[src/rtl/html_tag_sequencer_if.sv]
// Bus bundle for html_tag_sequencer.
// Carries the character stream (char/char_valid/char_ready), the element-parser
// side channel (parser_*), the event stream (evt_*) and the sticky error flag.
// master: the sequencer itself.  slave: the surrounding environment.
interface html_tag_sequencer_if #(
  parameter int unsigned CHAR_W  = 8,
  parameter int unsigned TAG_W   = 3,
  parameter int unsigned ATYPE_W = 4,
  parameter int unsigned AVAL_W  = 32,
  parameter int unsigned DEPTH   = 8
);
  localparam int unsigned DEPTH_W = $clog2(DEPTH) + 1;

  logic [CHAR_W-1:0]  char;
  logic               char_valid;
  logic               char_ready;
  logic               parser_enable;
  logic [CHAR_W-1:0]  parser_char;
  logic [TAG_W-1:0]   parser_tag;
  logic               parser_closing;
  logic               parser_has_attr;
  logic [ATYPE_W-1:0] parser_attr_type;
  logic [AVAL_W-1:0]  parser_attr_value;
  logic               evt_valid;
  logic               evt_ready;
  logic [1:0]         evt_kind;
  logic [TAG_W-1:0]   evt_tag;
  logic [ATYPE_W-1:0] evt_attr_type;
  logic [AVAL_W-1:0]  evt_attr_value;
  logic [CHAR_W-1:0]  evt_char;
  logic [DEPTH_W-1:0] evt_depth;
  logic               error;

  modport master (
    input  char, char_valid, parser_tag, parser_closing, parser_has_attr,
           parser_attr_type, parser_attr_value, evt_ready,
    output char_ready, parser_enable, parser_char, evt_valid, evt_kind,
           evt_tag, evt_attr_type, evt_attr_value, evt_char, evt_depth, error
  );

  modport slave (
    output char, char_valid, parser_tag, parser_closing, parser_has_attr,
           parser_attr_type, parser_attr_value, evt_ready,
    input  char_ready, parser_enable, parser_char, evt_valid, evt_kind,
           evt_tag, evt_attr_type, evt_attr_value, evt_char, evt_depth, error
  );
endinterface

[src/rtl/html_tag_sequencer.sv]
// html_tag_sequencer: turns a document character stream plus element-parser
// results into OPEN/CLOSE/ATTR/TEXT events, tracking element nesting on a stack.
// Ports:
//   clock  - single clock, rising edge
//   resetn - asynchronous active-low reset
//   bus    - html_tag_sequencer_if.master (char stream in, parser side channel,
//            single-entry event slot out, sticky structural error)
module html_tag_sequencer #(
  parameter int unsigned      CHAR_W  = 8,
  parameter int unsigned      TAG_W   = 3,
  parameter int unsigned      ATYPE_W = 4,
  parameter int unsigned      AVAL_W  = 32,
  parameter int unsigned      DEPTH   = 8,
  parameter logic [TAG_W-1:0] IMG_TAG = TAG_W'(3)
) (
  input logic                  clock,
  input logic                  resetn,
  html_tag_sequencer_if.master bus
);
  localparam int unsigned DEPTH_W = $clog2(DEPTH) + 1;
  localparam int unsigned IDX_W   = (DEPTH > 1) ? $clog2(DEPTH) : 1;

  localparam logic [1:0] K_OPEN  = 2'd0;
  localparam logic [1:0] K_CLOSE = 2'd1;
  localparam logic [1:0] K_ATTR  = 2'd2;
  localparam logic [1:0] K_TEXT  = 2'd3;

  localparam logic [CHAR_W-1:0] CH_LT = CHAR_W'(8'h3C);
  localparam logic [CHAR_W-1:0] CH_GT = CHAR_W'(8'h3E);

  typedef enum logic [1:0] {ST_SCAN, ST_TAG, ST_EMIT, ST_ERR} state_t;

  state_t             r_state, w_state_nxt;
  logic [DEPTH_W-1:0] r_depth;
  logic [TAG_W-1:0]   r_stack [DEPTH];
  logic [TAG_W-1:0]   r_tag;
  logic               r_closing;
  logic               r_evt_valid;
  logic [1:0]         r_evt_kind;
  logic [TAG_W-1:0]   r_evt_tag;
  logic [ATYPE_W-1:0] r_evt_attr_type;
  logic [AVAL_W-1:0]  r_evt_attr_value;
  logic [CHAR_W-1:0]  r_evt_char;
  logic [DEPTH_W-1:0] r_evt_depth;
  logic               r_error;

  logic               w_slot_busy, w_char_ready, w_accept;
  logic [DEPTH_W-1:0] w_depth_inc, w_depth_dec;
  logic [TAG_W-1:0]   w_top;
  logic               w_load, w_latch, w_push, w_pop;
  logic [1:0]         w_kind;
  logic [TAG_W-1:0]   w_tag;
  logic [ATYPE_W-1:0] w_atype;
  logic [AVAL_W-1:0]  w_aval;
  logic [CHAR_W-1:0]  w_char;
  logic [DEPTH_W-1:0] w_edepth;

  // Slot counts as busy only if its event is not being taken this cycle.
  assign w_slot_busy  = r_evt_valid & ~bus.evt_ready;
  assign w_char_ready = ((r_state == ST_SCAN) || (r_state == ST_TAG)) && !w_slot_busy;
  assign w_accept     = bus.char_valid & w_char_ready;
  assign w_depth_inc  = r_depth + DEPTH_W'(1);
  assign w_depth_dec  = r_depth - DEPTH_W'(1);
  // Only meaningful when r_depth > 0; guarded at the use site.
  assign w_top        = r_stack[IDX_W'(w_depth_dec)];

  // Next-state and event-load decode.
  always_comb begin
    w_state_nxt = r_state;
    w_load      = 1'b0;
    w_latch     = 1'b0;
    w_push      = 1'b0;
    w_pop       = 1'b0;
    w_kind      = K_TEXT;
    w_tag       = '0;
    w_atype     = '0;
    w_aval      = '0;
    w_char      = '0;
    w_edepth    = '0;
    case (r_state)
      ST_SCAN: begin
        if (w_accept) begin
          if (bus.char == CH_LT) begin
            w_state_nxt = ST_TAG;
          end else begin
            w_load   = 1'b1;
            w_kind   = K_TEXT;
            w_char   = bus.char;
            w_edepth = r_depth;
          end
        end
      end
      ST_TAG: begin
        if (w_accept) begin
          if (bus.parser_has_attr) begin
            w_load   = 1'b1;
            w_kind   = K_ATTR;
            w_tag    = bus.parser_tag;
            w_atype  = bus.parser_attr_type;
            w_aval   = bus.parser_attr_value;
            w_edepth = w_depth_inc;
          end
          if (bus.char == CH_GT) begin
            w_latch     = 1'b1;
            w_state_nxt = ST_EMIT;
          end
        end
      end
      ST_EMIT: begin
        // Decide only once the slot can take the result, so no event is lost.
        if (!w_slot_busy) begin
          if (!r_closing) begin
            if (r_tag == IMG_TAG) begin
              // Void element: reported one level deeper but never pushed.
              w_load      = 1'b1;
              w_kind      = K_OPEN;
              w_tag       = r_tag;
              w_edepth    = w_depth_inc;
              w_state_nxt = ST_SCAN;
            end else if (r_depth < DEPTH_W'(DEPTH)) begin
              w_push      = 1'b1;
              w_load      = 1'b1;
              w_kind      = K_OPEN;
              w_tag       = r_tag;
              w_edepth    = w_depth_inc;
              w_state_nxt = ST_SCAN;
            end else begin
              w_state_nxt = ST_ERR;
            end
          end else if ((r_depth != '0) && (w_top == r_tag)) begin
            w_pop       = 1'b1;
            w_load      = 1'b1;
            w_kind      = K_CLOSE;
            w_tag       = r_tag;
            w_edepth    = r_depth;
            w_state_nxt = ST_SCAN;
          end else begin
            w_state_nxt = ST_ERR;
          end
        end
      end
      default: w_state_nxt = ST_ERR;
    endcase
  end

  // State, depth, latched tag and event slot.
  always_ff @(posedge clock or negedge resetn) begin
    if (!resetn) begin
      r_state          <= ST_SCAN;
      r_depth          <= '0;
      r_tag            <= '0;
      r_closing        <= 1'b0;
      r_evt_valid      <= 1'b0;
      r_evt_kind       <= '0;
      r_evt_tag        <= '0;
      r_evt_attr_type  <= '0;
      r_evt_attr_value <= '0;
      r_evt_char       <= '0;
      r_evt_depth      <= '0;
      r_error          <= 1'b0;
    end else begin
      r_state <= w_state_nxt;
      if (w_latch) begin
        r_tag     <= bus.parser_tag;
        r_closing <= bus.parser_closing;
      end
      if (w_push) begin
        r_depth <= w_depth_inc;
      end else if (w_pop) begin
        r_depth <= w_depth_dec;
      end
      if (w_state_nxt == ST_ERR) begin
        r_evt_valid <= 1'b0;
        r_error     <= 1'b1;
      end else if (w_load) begin
        r_evt_valid      <= 1'b1;
        r_evt_kind       <= w_kind;
        r_evt_tag        <= w_tag;
        r_evt_attr_type  <= w_atype;
        r_evt_attr_value <= w_aval;
        r_evt_char       <= w_char;
        r_evt_depth      <= w_edepth;
      end else if (bus.evt_ready) begin
        r_evt_valid <= 1'b0;
      end
    end
  end

  // Stack storage needs no reset: depth==0 marks it empty.
  always_ff @(posedge clock) begin
    if (w_push) begin
      r_stack[IDX_W'(r_depth)] <= r_tag;
    end
  end

  assign bus.char_ready     = w_char_ready;
  assign bus.parser_enable  = (r_state == ST_TAG);
  assign bus.parser_char    = bus.char;
  assign bus.evt_valid      = r_evt_valid;
  assign bus.evt_kind       = r_evt_kind;
  assign bus.evt_tag        = r_evt_tag;
  assign bus.evt_attr_type  = r_evt_attr_type;
  assign bus.evt_attr_value = r_evt_attr_value;
  assign bus.evt_char       = r_evt_char;
  assign bus.evt_depth      = r_evt_depth;
  assign bus.error          = r_error;
endmodule

[src/flat_wrapper.sv]
// flat-port wrapper written by rule: the top's interface ports become plain ports
module html_tag_sequencer_flat 
#(
  parameter int unsigned      CHAR_W  = 8,
  parameter int unsigned      TAG_W   = 3,
  parameter int unsigned      ATYPE_W = 4,
  parameter int unsigned      AVAL_W  = 32,
  parameter int unsigned      DEPTH   = 8,
  parameter logic [TAG_W-1:0] IMG_TAG = TAG_W'(3)
)
  (clock, resetn, bus_char, bus_char_valid, bus_parser_tag, bus_parser_closing, bus_parser_has_attr, bus_parser_attr_type, bus_parser_attr_value, bus_evt_ready, bus_char_ready, bus_parser_enable, bus_parser_char, bus_evt_valid, bus_evt_kind, bus_evt_tag, bus_evt_attr_type, bus_evt_attr_value, bus_evt_char, bus_evt_depth, bus_error);
  html_tag_sequencer_if #(.CHAR_W(CHAR_W), .TAG_W(TAG_W), .ATYPE_W(ATYPE_W), .AVAL_W(AVAL_W), .DEPTH(DEPTH)) bus_i ();
  input logic clock;
  input logic resetn;
  input wire logic [$bits(bus_i.char)-1:0] bus_char;
  input wire logic [$bits(bus_i.char_valid)-1:0] bus_char_valid;
  input wire logic [$bits(bus_i.parser_tag)-1:0] bus_parser_tag;
  input wire logic [$bits(bus_i.parser_closing)-1:0] bus_parser_closing;
  input wire logic [$bits(bus_i.parser_has_attr)-1:0] bus_parser_has_attr;
  input wire logic [$bits(bus_i.parser_attr_type)-1:0] bus_parser_attr_type;
  input wire logic [$bits(bus_i.parser_attr_value)-1:0] bus_parser_attr_value;
  input wire logic [$bits(bus_i.evt_ready)-1:0] bus_evt_ready;
  output wire logic [$bits(bus_i.char_ready)-1:0] bus_char_ready;
  output wire logic [$bits(bus_i.parser_enable)-1:0] bus_parser_enable;
  output wire logic [$bits(bus_i.parser_char)-1:0] bus_parser_char;
  output wire logic [$bits(bus_i.evt_valid)-1:0] bus_evt_valid;
  output wire logic [$bits(bus_i.evt_kind)-1:0] bus_evt_kind;
  output wire logic [$bits(bus_i.evt_tag)-1:0] bus_evt_tag;
  output wire logic [$bits(bus_i.evt_attr_type)-1:0] bus_evt_attr_type;
  output wire logic [$bits(bus_i.evt_attr_value)-1:0] bus_evt_attr_value;
  output wire logic [$bits(bus_i.evt_char)-1:0] bus_evt_char;
  output wire logic [$bits(bus_i.evt_depth)-1:0] bus_evt_depth;
  output wire logic [$bits(bus_i.error)-1:0] bus_error;
  assign bus_i.char = bus_char;
  assign bus_i.char_valid = bus_char_valid;
  assign bus_i.parser_tag = bus_parser_tag;
  assign bus_i.parser_closing = bus_parser_closing;
  assign bus_i.parser_has_attr = bus_parser_has_attr;
  assign bus_i.parser_attr_type = bus_parser_attr_type;
  assign bus_i.parser_attr_value = bus_parser_attr_value;
  assign bus_i.evt_ready = bus_evt_ready;
  assign bus_char_ready = bus_i.char_ready;
  assign bus_parser_enable = bus_i.parser_enable;
  assign bus_parser_char = bus_i.parser_char;
  assign bus_evt_valid = bus_i.evt_valid;
  assign bus_evt_kind = bus_i.evt_kind;
  assign bus_evt_tag = bus_i.evt_tag;
  assign bus_evt_attr_type = bus_i.evt_attr_type;
  assign bus_evt_attr_value = bus_i.evt_attr_value;
  assign bus_evt_char = bus_i.evt_char;
  assign bus_evt_depth = bus_i.evt_depth;
  assign bus_error = bus_i.error;
  html_tag_sequencer #(.CHAR_W(CHAR_W), .TAG_W(TAG_W), .ATYPE_W(ATYPE_W), .AVAL_W(AVAL_W), .DEPTH(DEPTH), .IMG_TAG(IMG_TAG)) u_core (.clock(clock), .resetn(resetn), .bus(bus_i));
endmodule
[config.mk]
export PLATFORM = sky130hd
export DESIGN_NAME = html_tag_sequencer_flat
export DESIGN_NICKNAME = d
export VERILOG_FILES = /design/src/rtl/html_tag_sequencer_if.sv /design/src/rtl/html_tag_sequencer.sv /design/src/flat_wrapper.sv
export SDC_FILE = /design/constraint.sdc
export NUM_CORES = 1
export LEC_CHECK = 0
export CORE_MARGIN = 2
export CORE_UTILIZATION = 49
export DETAILED_ROUTE_END_ITERATION = 12
export GPL_TIMING_DRIVEN = 0
export PLACE_DENSITY_LB_ADDON = 0.12
export SLEW_MARGIN = 30
export SYNTH_ARGS = -nofsm -noshare
export SYNTH_HDL_FRONTEND = slang
export SYNTH_SLANG_ARGS = --single-unit
[constraint.sdc]
create_clock -name clock -period 4.2 [get_ports clock]
set_input_delay 0.42 -clock clock [delete_from_list [all_inputs] [get_ports clock]]
set_output_delay 0.42 -clock clock [all_outputs]
set_load 0.01 [all_outputs]
==> flow_metrics.env, run 1 <==
export IMPL_rows=34
export IMPL_async_reset_ff_frac=0.730
export IMPL_area_delta_synth_final_pct=34.1
export IMPL_worst_path_max_fanout=10
export IMPL_antenna_found_initial=0
export IMPL_fmax_mhz=256
export IMPL_synth_warnings=0
export IMPL_leakagePower_uw=0.00247
export IMPL_clkSinkCount=89
export IMPL_critical_path_buf_inv_count=6
export IMPL_status="finished clean"
export IMPL_cts_buffers=9
export IMPL_final_util=0.681
export IMPL_drive_above_1_share=0.0987
export IMPL_vias=3364
export IMPL_clockBufferDepth=2
export IMPL_synth_ff_type="dfrtp_1"
export IMPL_clkSlewWorstSetupHoldPaths_ns=0.09
export IMPL_core_area_sq_mm=0.00881
export IMPL_fp_dieW_microns=99.5
export IMPL_die_area_sq_mm=0.00991
export IMPL_clkLatencyLatePin_ns=0.36
export IMPL_crit_required_ns=4.45
export IMPL_worstPathCellList="buf_4 -> buf_1 -> inv_1 -> ha_1 -> buf_2 -> mux4_2 -> mux2i_1 -> xnor2_1 -> a41oi_2 -> nor4_1 -> o21ai_1 -> buf_6 -> buf_6 -> mux2_4"
export IMPL_port_buffers=117
export IMPL_drt_wl_total_mm=10.2
export IMPL_layout_nets=604
export IMPL_post_route_drc_count=0
export IMPL_p_per_area_mw_per_mm2=349
export IMPL_synth_edff_count=24
export IMPL_cts_hold_buf=0
export IMPL_die_y_microns=99.5
export IMPL_drtIter0Drc=152
export IMPL_worst_setup_path_type="flop to flop"
export IMPL_synth_largest_area_cell="dfrtp_1"
export IMPL_diodes=0
export IMPL_start_util=0.508
export IMPL_rsz0062_at_grt="false"
export IMPL_first_global_vias=3468
export IMPL_synth_area_leaders="dfrtp_1 (36%), edfxtp_1 (16%), mux2i_1 (11%)"
export IMPL_cap_violations=0
export IMPL_drtPass1Iterations=4
export IMPL_root_buffer="clkbuf_8"
export IMPL_fin_crit_sh=0.931
export IMPL_period_minus_slack_ns=3.91
export IMPL_place_gp_congestion=0.871
export IMPL_grt_use_total=0.213
export IMPL_ant_nets=0
export IMPL_slowest_stage="buf_1"
export IMPL_htree_levels=3
export IMPL_synth_adder_area_share=0.0252
export IMPL_startpoint_type="flop"
export IMPL_ir_drop_v=0.000224
export IMPL_place_area_sq_mm=0.00580
export IMPL_max_stage_delay_ns=0.37
export IMPL_routedWlPerCell_microns=15.6
export IMPL_setup_viol=0
export IMPL_grt_overflow_total=0
export IMPL_netlist_instances=413
export IMPL_synth_compound_area_share=0.0660
export IMPL_crit_top_cell="buf_6"
export IMPL_maxSlewViolCount=0
export IMPL_cp_depth=14
export IMPL_dpl_hpwl_mm=7.58
export IMPL_grt_pass1_wl_mm=16.6
export IMPL_synth_top_family_by_area="multiplexers"
export IMPL_crit_family="buffers and inverters"
export IMPL_ctsResizeCount=0
export IMPL_synth_most_common_cell="nand2_1"
export IMPL_cts_tree="yes"
export IMPL_netlist_area_sq_mm=0.00447
export IMPL_rr_worst_depth=14
export IMPL_synth_top_area_frac=0.364
export IMPL_skew_ns=0.0165
export IMPL_finalSetupTns_ns=0
export IMPL_cts_setup_buffers=0
export IMPL_grt_max_degree=35
export IMPL_yosysSeqAreaShare=0.525
export IMPL_fin_area_sq_mm=0.00600
export IMPL_synthTopCellsByCount="nand2_1 (71), dfrtp_1 (65), inv_1 (58)"
export IMPL_synth_xor_area_frac=0.0173
export IMPL_pin_count=118
export IMPL_syn_area_per_cell_sq_um=10.8
export IMPL_relSlewSlack=0.581
export IMPL_syn_nets=475
export IMPL_yosys_mux_area_fraction=0.164
export IMPL_vias_per_cell=5.14
export IMPL_hold_violations=0
export IMPL_end_kind="flop"
export IMPL_yosys_area_share_simple=0.116
export IMPL_synth_seq_cells=89
export IMPL_worstHoldPathType="input port to async pin"
export IMPL_tightest_slew_ns=0.624
export IMPL_arrival_ns=4.16
export IMPL_ys_types=50
==> sequential cells by signal, summed over array words and instances (netlist names) <==
name / flops
u_core.bus.evt_char: 8
u_core.bus.evt_valid: 1
u_core.r_tag: 3
u_core.r_closing: 1
u_core.bus.evt_depth: 4
u_core.r_depth: 4
u_core.bus.evt_tag: 3
u_core.bus.error: 1
u_core.r_state: 2
u_core.bus.evt_kind: 2
u_core.r_stack: 24
u_core.bus.evt_attr_type: 4
u_core.bus.evt_attr_value: 32
==> metal layers <==
layer / part of all wire / track usage
met1: 0.42 / 0.271
met5: 0 / 0
met2: 0.51 / 0.362
met4: 0.013 / 0.0790
met3: 0.056 / 0.0408
==> stage by stage <==
step                hold WS [ns]  cells  worst slack [ns]  power [uW]
global placement           0.457    638             0.311        1520
global route              0.0539    655            0.0217        2200
floorplan                  0.124    413             0.852        1280
CTS                       0.0287    655             0.279        2120
detailed placement         0.424    639             0.300        1530
finish                    0.0255    655             0.289        2100
==> report_power, final <==
| group | internal (uW) | total (uW) | switching (uW) |
|---|---|---|---|
| logic | 283 | 534 | 251 |
| clock network | 291 | 586 | 295 |
| registers | 941 | 976 | 34.9 |
| total | 1510 | 2100 | 581 |
==> cell type report <==
cell class,instances,area (sq um)
fill,709,2810
sequential,89,2350
multi-input combinational,238,1740
timing repair buffer,118,1190
inverter,58,218
buffer,28,174
clock buffer,11,141
tap,108,135
clock inverter,5,55.1
==> placed cells by master (no fill, tap or decap), drive strengths merged, types with 5 or more instances in the layout <==
cell           Yosys  layout
edfxtp            24      24
mux2               7       7
buf               18      20
nand2             71      71
mux2i             51      51
nor2              17      17
ha                 9       9
a22oi              5       5
dfrtp             65      65
o21ai             10      10
a21oi              8       8
mux4               6       6
xnor2              6       6
inv               58      59
clkbuf            10      21
clkdlybuf4s50      0     116
==> path summary, 6_finish.rpt <==
path / endpoint / from / slack (ns)
max: u_core.bus.evt_depth[1] / u_core.r_depth[0] / 0.29
min: u_core.bus.evt_attr_value[5] / resetn / 0.03
max reg2reg: u_core.bus.evt_depth[1] / u_core.r_depth[0] / 0.29
min reg2reg: u_core.bus.error / u_core.bus.error / 0.49
max in group asynchronous: u_core.bus.evt_char[2] / resetn / 3.63
min in group clock: u_core.bus.error / u_core.bus.error / 0.49
==> worst reg2reg max path: stages (launching register included) <==
cell and delay [ns]:
dfrtp_1 0.36, buf_4 0.20, buf_1 0.37, inv_1 0.15, ha_1 0.30, buf_2 0.22
mux4_2 0.34, mux2i_1 0.23, xnor2_1 0.25, a41oi_2 0.27, nor4_1 0.36, o21ai_1 0.14
buf_6 0.16, buf_6 0.16, mux2_4 0.30
==> logic make-up (layout without fill, tap and decap cells) <==
| logic type | count (synthesis) | in the layout |
|---|---|---|
| compound gates | 40 | 40 |
| flops | 89 | 89 |
| mux | 64 | 64 |
| simple gates | 117 | 117 |
| fa+ha+maj | 9 | 9 |
| xor+xnor | 8 | 8 |
| buf+inv | 86 | 220 |
Power figures use the tool's default switching activity.
==> run 2, diff against run 1 <==
--- a/config.mk
+++ b/config.mk
@@ -9,7 +9,7 @@
 export CORE_UTILIZATION = 49
 export DETAILED_ROUTE_END_ITERATION = 12
 export GPL_TIMING_DRIVEN = 0
-export PLACE_DENSITY_LB_ADDON = 0.12
+export PLACE_DENSITY = 0.81
 export SLEW_MARGIN = 30
 export SYNTH_ARGS = -nofsm -noshare
 export SYNTH_HDL_FRONTEND = slang
==> flow_metrics.env, run 2 (synthesized netlist as in run 1, its figures left out) <==
export IMPL_setup_viol=0
export IMPL_max_stage_delay_ns=0.38
export IMPL_routedWlPerCell_microns=16.4
export IMPL_crit_required_ns=4.44
export IMPL_pin_count=118
export IMPL_die_y_microns=99.5
export IMPL_root_buffer="clkbuf_8"
export IMPL_relSlewSlack=0.603
export IMPL_arrival_ns=4.19
export IMPL_use_met3=0.0527
export IMPL_layout_nets=605
export IMPL_end_kind="flop"
export IMPL_first_global_vias=3631
export IMPL_vias=3474
export IMPL_dp_cells=639
export IMPL_place_area_sq_mm=0.00580
export IMPL_final_cell_mix="clkdlybuf4s50_1 (116), nand2_1 (71), dfrtp_1 (65)"
export IMPL_start_util=0.508
export IMPL_cts_buffers=9
export IMPL_clkSinkCount=89
export IMPL_drive_above_1_share=0.100
export IMPL_fin_crit_sh=0.939
export IMPL_skew_ns=0.0128
export IMPL_grt_use_total=0.226
export IMPL_grt_max_degree=47
export IMPL_ir_drop_v=0.000254
export IMPL_port_buffers=117
export IMPL_gr_usage_met2=0.384
export IMPL_largest_reg_flops=32
export IMPL_rows=34
export IMPL_clkSlewWorstSetupHoldPaths_ns=0.09
export IMPL_clkLatencyLatePin_ns=0.36
export IMPL_cts_setup_buffers=0
export IMPL_period_minus_slack_ns=3.95
export IMPL_clockBufferDepth=2
export IMPL_worstPathCellList="buf_4 -> buf_1 -> inv_1 -> ha_1 -> buf_2 -> mux4_2 -> mux2i_1 -> xnor2_1 -> a41oi_2 -> nor4_1 -> o21ai_1 -> buf_6 -> buf_6 -> mux2_4"
export IMPL_drt_wl_total_mm=10.7
export IMPL_p_per_area_mw_per_mm2=351
export IMPL_tightest_slew_ns=0.591
export IMPL_rsz0062_at_grt="false"
export IMPL_final_common_cell="clkdlybuf4s50_1"
export IMPL_ctsResizeCount=0
export IMPL_place_gp_congestion=0.881
export IMPL_maxSlewViolCount=0
export IMPL_area_delta_synth_final_pct=34.6
export IMPL_hold_slack_ns=0.473
export IMPL_antenna_found_initial=0
export IMPL_worstHoldPathType="input port to async pin"
export IMPL_cts_tree="yes"
export IMPL_hold_violations=0
export IMPL_fin_area_sq_mm=0.00602
export IMPL_ff_latch_area_sq_mm=0.00235
export IMPL_post_route_drc_count=0
export IMPL_vias_per_cell=5.30
export IMPL_grt_overflow_total=0
export IMPL_core_area_sq_mm=0.00881
export IMPL_diodes=0
export IMPL_cts_hold_buf=1
export IMPL_fp_dieW_microns=99.5
export IMPL_finalSetupTns_ns=0
export IMPL_worst_setup_path_type="flop to flop"
export IMPL_p_total_uw=2110
export IMPL_stdcell_count=656
export IMPL_cap_violations=0
export IMPL_die_area_sq_mm=0.00991
export IMPL_crit_top_cell="buf_6"
export IMPL_slowest_stage="buf_1"
export IMPL_drtIter0Drc=166
export IMPL_grt_busiest_layer="met2"
export IMPL_dpl_hpwl_mm=8.01
export IMPL_drtPass1Iterations=4
export IMPL_multi_input_area_sq_mm=0.00174
export IMPL_fmax_mhz=253
export IMPL_use_met1=0.281
export IMPL_htree_levels=3
export IMPL_grt_pass1_wl_mm=17.5
export IMPL_n_fill_cell=675
export IMPL_worst_path_max_fanout=10
export IMPL_ant_nets=0
export IMPL_status="finished clean"
export IMPL_leakagePower_uw=0.00248
export IMPL_startpoint_type="flop"
## run 2: metrics by stage
step	util	setup slack [ns]
6_report	0.684	0.255
3_5_place_dp	0.659	0.300
4_1_cts	0.683	0.270
3_3_place_gp	0.656	0.364
2_1_floorplan	-	0.852
5_1_grt	0.684	0.0331
## run 2: cell type report
| cell class | count | share of cell area |
|---|---|---|
| plain buffers | 28 | 0.0289 |
| clock buffers | 12 | 0.0278 |
| clock inverters | 4 | 0.00540 |
| inverters | 58 | 0.0362 |
| multi-input cells | 238 | 0.289 |
| flip-flops and latches | 89 | 0.390 |
| well taps | 108 | 0.0224 |
| repair buffers | 119 | 0.200 |
## run 2: power breakdown
group,total (uW),switching [uW],internal (uW)
combinational,542,258,284
clock,596,322,275
sequential,975,34.7,941
total,2110,614,1500
## run 2: worst paths after layout
path | from | end | slack, ns | cells past startpoint
setup / recovery | u_core.r_depth[0] | u_core.bus.evt_depth[2] | 0.25 | 14
hold / removal | resetn | u_core.bus.evt_attr_value[25] | 0.47 | 2
setup reg to reg | u_core.r_depth[0] | u_core.bus.evt_depth[2] | 0.25 | 14
hold reg to reg | u_core.bus.error | u_core.bus.error | 0.50 | 1
max in group asynchronous | resetn | u_core.r_depth[3] | 3.20 | 3
min in group clock | u_core.bus.error | u_core.bus.error | 0.50 | 1
## run 2: critical path: cells and delay by family (launching register included)
kind            cells  cell delay (ns)
simple gates        1             0.38
compound gates      2             0.40
buf+inv             6             1.26
fa+ha+maj           1             0.30
mux                 3             0.88
flops               1             0.36
xor+xnor            1             0.24
## run 2: metal layers
metal	vias up	share of wire
li1	1634	-
met1	1699	0.41
met2	123	0.50
met3	18	0.065
met4	0	0.023
met5	-	0
==> run 3, diff against run 2 <==
--- a/config.mk
+++ b/config.mk
@@ -5,10 +5,10 @@
 export SDC_FILE = /design/constraint.sdc
 export NUM_CORES = 1
 export LEC_CHECK = 0
-export CORE_MARGIN = 2
 export CORE_UTILIZATION = 49
 export DETAILED_ROUTE_END_ITERATION = 12
 export GPL_TIMING_DRIVEN = 0
+export MAX_ROUTING_LAYER = met4
 export PLACE_DENSITY = 0.81
 export SLEW_MARGIN = 30
 export SYNTH_ARGS = -nofsm -noshare
==> flow_metrics.env, run 3 (synthesized netlist as in run 1, its figures left out) <==
export IMPL_start_util=0.510
export IMPL_diodes=0
export IMPL_clockBufferDepth=2
export IMPL_tightest_slew_ns=0.628
export IMPL_rows=34
export IMPL_largest_reg_flops=32
export IMPL_clkSlewWorstSetupHoldPaths_ns=0.10
export IMPL_crit_path_start="u_core.r_depth[0]"
export IMPL_core_area_sq_mm=0.00876
export IMPL_routedWlPerCell_microns=15.2
export IMPL_first_global_vias=3553
export IMPL_post_route_drc_count=0
export IMPL_fp_dieW_microns=97.5
export IMPL_drive_above_1_share=0.100
export IMPL_drtPass1Iterations=5
export IMPL_end_kind="flop"
export IMPL_grt_pass1_wl_mm=16.8
export IMPL_p_per_area_mw_per_mm2=354
export IMPL_worst_setup_path_type="flop to flop"
export IMPL_cap_violations=0
export IMPL_vias=3422
export IMPL_ant_nets=0
export IMPL_layout_nets=605
export IMPL_startpoint_type="flop"
export IMPL_die_y_microns=97.5
export IMPL_finalSetupTns_ns=0
export IMPL_r2r_start="u_core.r_depth[0]"
export IMPL_htree_levels=3
export IMPL_status="finished clean"
export IMPL_area_delta_synth_final_pct=34.9
export IMPL_place_area_sq_mm=0.00580
export IMPL_crit_required_ns=4.44
export IMPL_period_minus_slack_ns=3.78
export IMPL_relSlewSlack=0.578
export IMPL_worstPathCellList="buf_4 -> clkbuf_2 -> inv_1 -> ha_1 -> buf_2 -> mux4_2 -> mux2i_1 -> xnor2_1 -> a41oi_2 -> nor4_1 -> o21ai_1 -> buf_6 -> buf_6 -> mux2_4"
export IMPL_crit_top_cell="buf_6"
export IMPL_port_buffers=117
export IMPL_grt_use_total=0.229
export IMPL_pin_count=118
export IMPL_leakagePower_uw=0.00249
export IMPL_skew_ns=0.0167
export IMPL_fmax_mhz=264
export IMPL_cts_buffers=9
export IMPL_antenna_found_initial=0
export IMPL_cts_tree="yes"
export IMPL_arrival_ns=4.03
export IMPL_fin_crit_sh=0.901
export IMPL_setup_viol=0
export IMPL_worstHoldPathType="input port to async pin"
export IMPL_vias_per_cell=5.22
export IMPL_clkSinkCount=89
export IMPL_clkLatencyLatePin_ns=0.36
export IMPL_ir_drop_v=0.000257
export IMPL_root_buffer="clkbuf_8"
export IMPL_max_stage_delay_ns=0.39
export IMPL_drt_wl_total_mm=10.0
export IMPL_final_cell_mix="clkdlybuf4s50_1 (116), nand2_1 (71), dfrtp_1 (65)"
export IMPL_grt_max_degree=50
export IMPL_drtIter0Drc=163
export IMPL_fin_area_sq_mm=0.00603
export IMPL_final_common_cell="clkdlybuf4s50_1"
export IMPL_rr_worst_depth=14
export IMPL_rsz0062_at_grt="false"
export IMPL_maxSlewViolCount=0
export IMPL_worst_path_max_fanout=10
export IMPL_die_area_sq_mm=0.00952
export IMPL_dpl_hpwl_mm=7.51
export IMPL_place_gp_congestion=0.856
export IMPL_hold_violations=0
export IMPL_grt_overflow_total=0
export IMPL_slowest_stage="dfrtp_1"
run 3: cell count changes in the layout (fill, tap and decap cells not counted):
cell,delta
clkbuf_8,-1
inv_4,-1
bufinv_16,+1
inv_6,+1
buf_1,-1
clkinv_2,+1
clkinvlp_4,-1
inv_8,-1
clkbuf_1,+1
clkinv_4,+1
run 3: layout make-up:
class	count	area, sq um
Buffer	28	175
Clock buffer	11	153
Clock inverter	5	60.1
Fill cell	657	2730
Inverter	58	218
Multi-Input combinational cell	238	1740
Sequential cell	89	2350
Tap cell	108	135
Timing Repair Buffer	119	1210
run 3: per-stage QoR:
stage / utilization / hold WS, ns / power [uW] / instances / setup slack, ns
floorplan: - / 0.124 / 1280 / 413 / 0.852
global placement: 0.659 / 0.456 / 1520 / 638 / 0.380
detailed placement: 0.662 / 0.311 / 1530 / 639 / 0.315
CTS: 0.688 / 0.448 / 2160 / 656 / 0.240
global route: 0.689 / 0.473 / 2240 / 656 / 0.170
finish: 0.689 / 0.454 / 2140 / 656 / 0.416
run 3: per-layer routing:
metal	GRT usage	vias to the layer above	wire length (microns)
li1	-	1640	-
met5	-	-	0
met4	0.0995	0	284
met1	0.278	1639	4080
met3	0.0540	21	695
met2	0.366	122	4940
run 3: timing repair:
action / 4_1_cts / 5_1_grt
hold endpoints to repair: 16 / 0
hold buffers: 1 / 0
resized for setup: 0 / 1
buffers inserted: 0 / 0
setup endpoints to repair: 0 / 2
run 3: worst max-delay path, delay by kind of cell, from the launching register on:
family | cells | cell delay (ns)
and+or+nand+nor | 1 | 0.38
muxes | 3 | 0.90
xor gates and xnor gates | 1 | 0.23
DFF | 1 | 0.39
buffers and inverters | 6 | 1.10
AOI/OAI and AO/OA | 2 | 0.40
adders and majority gates | 1 | 0.28
run 3: where the power goes:
group	switching [uW]	internal, uW
registers	36.7	941
logic	252	284
clock network	310	314
run 3: path summary, 6_finish.rpt:
path                                                 end  slack (ns)
hold reg to reg                         u_core.bus.error        0.49
hold / removal             u_core.bus.evt_attr_value[23]        0.45
setup reg to reg                 u_core.bus.evt_depth[2]        0.42
max in group asynchronous        u_core.bus.evt_depth[0]        3.22
min in group clock                      u_core.bus.error        0.49
setup / recovery                 u_core.bus.evt_depth[2]        0.42
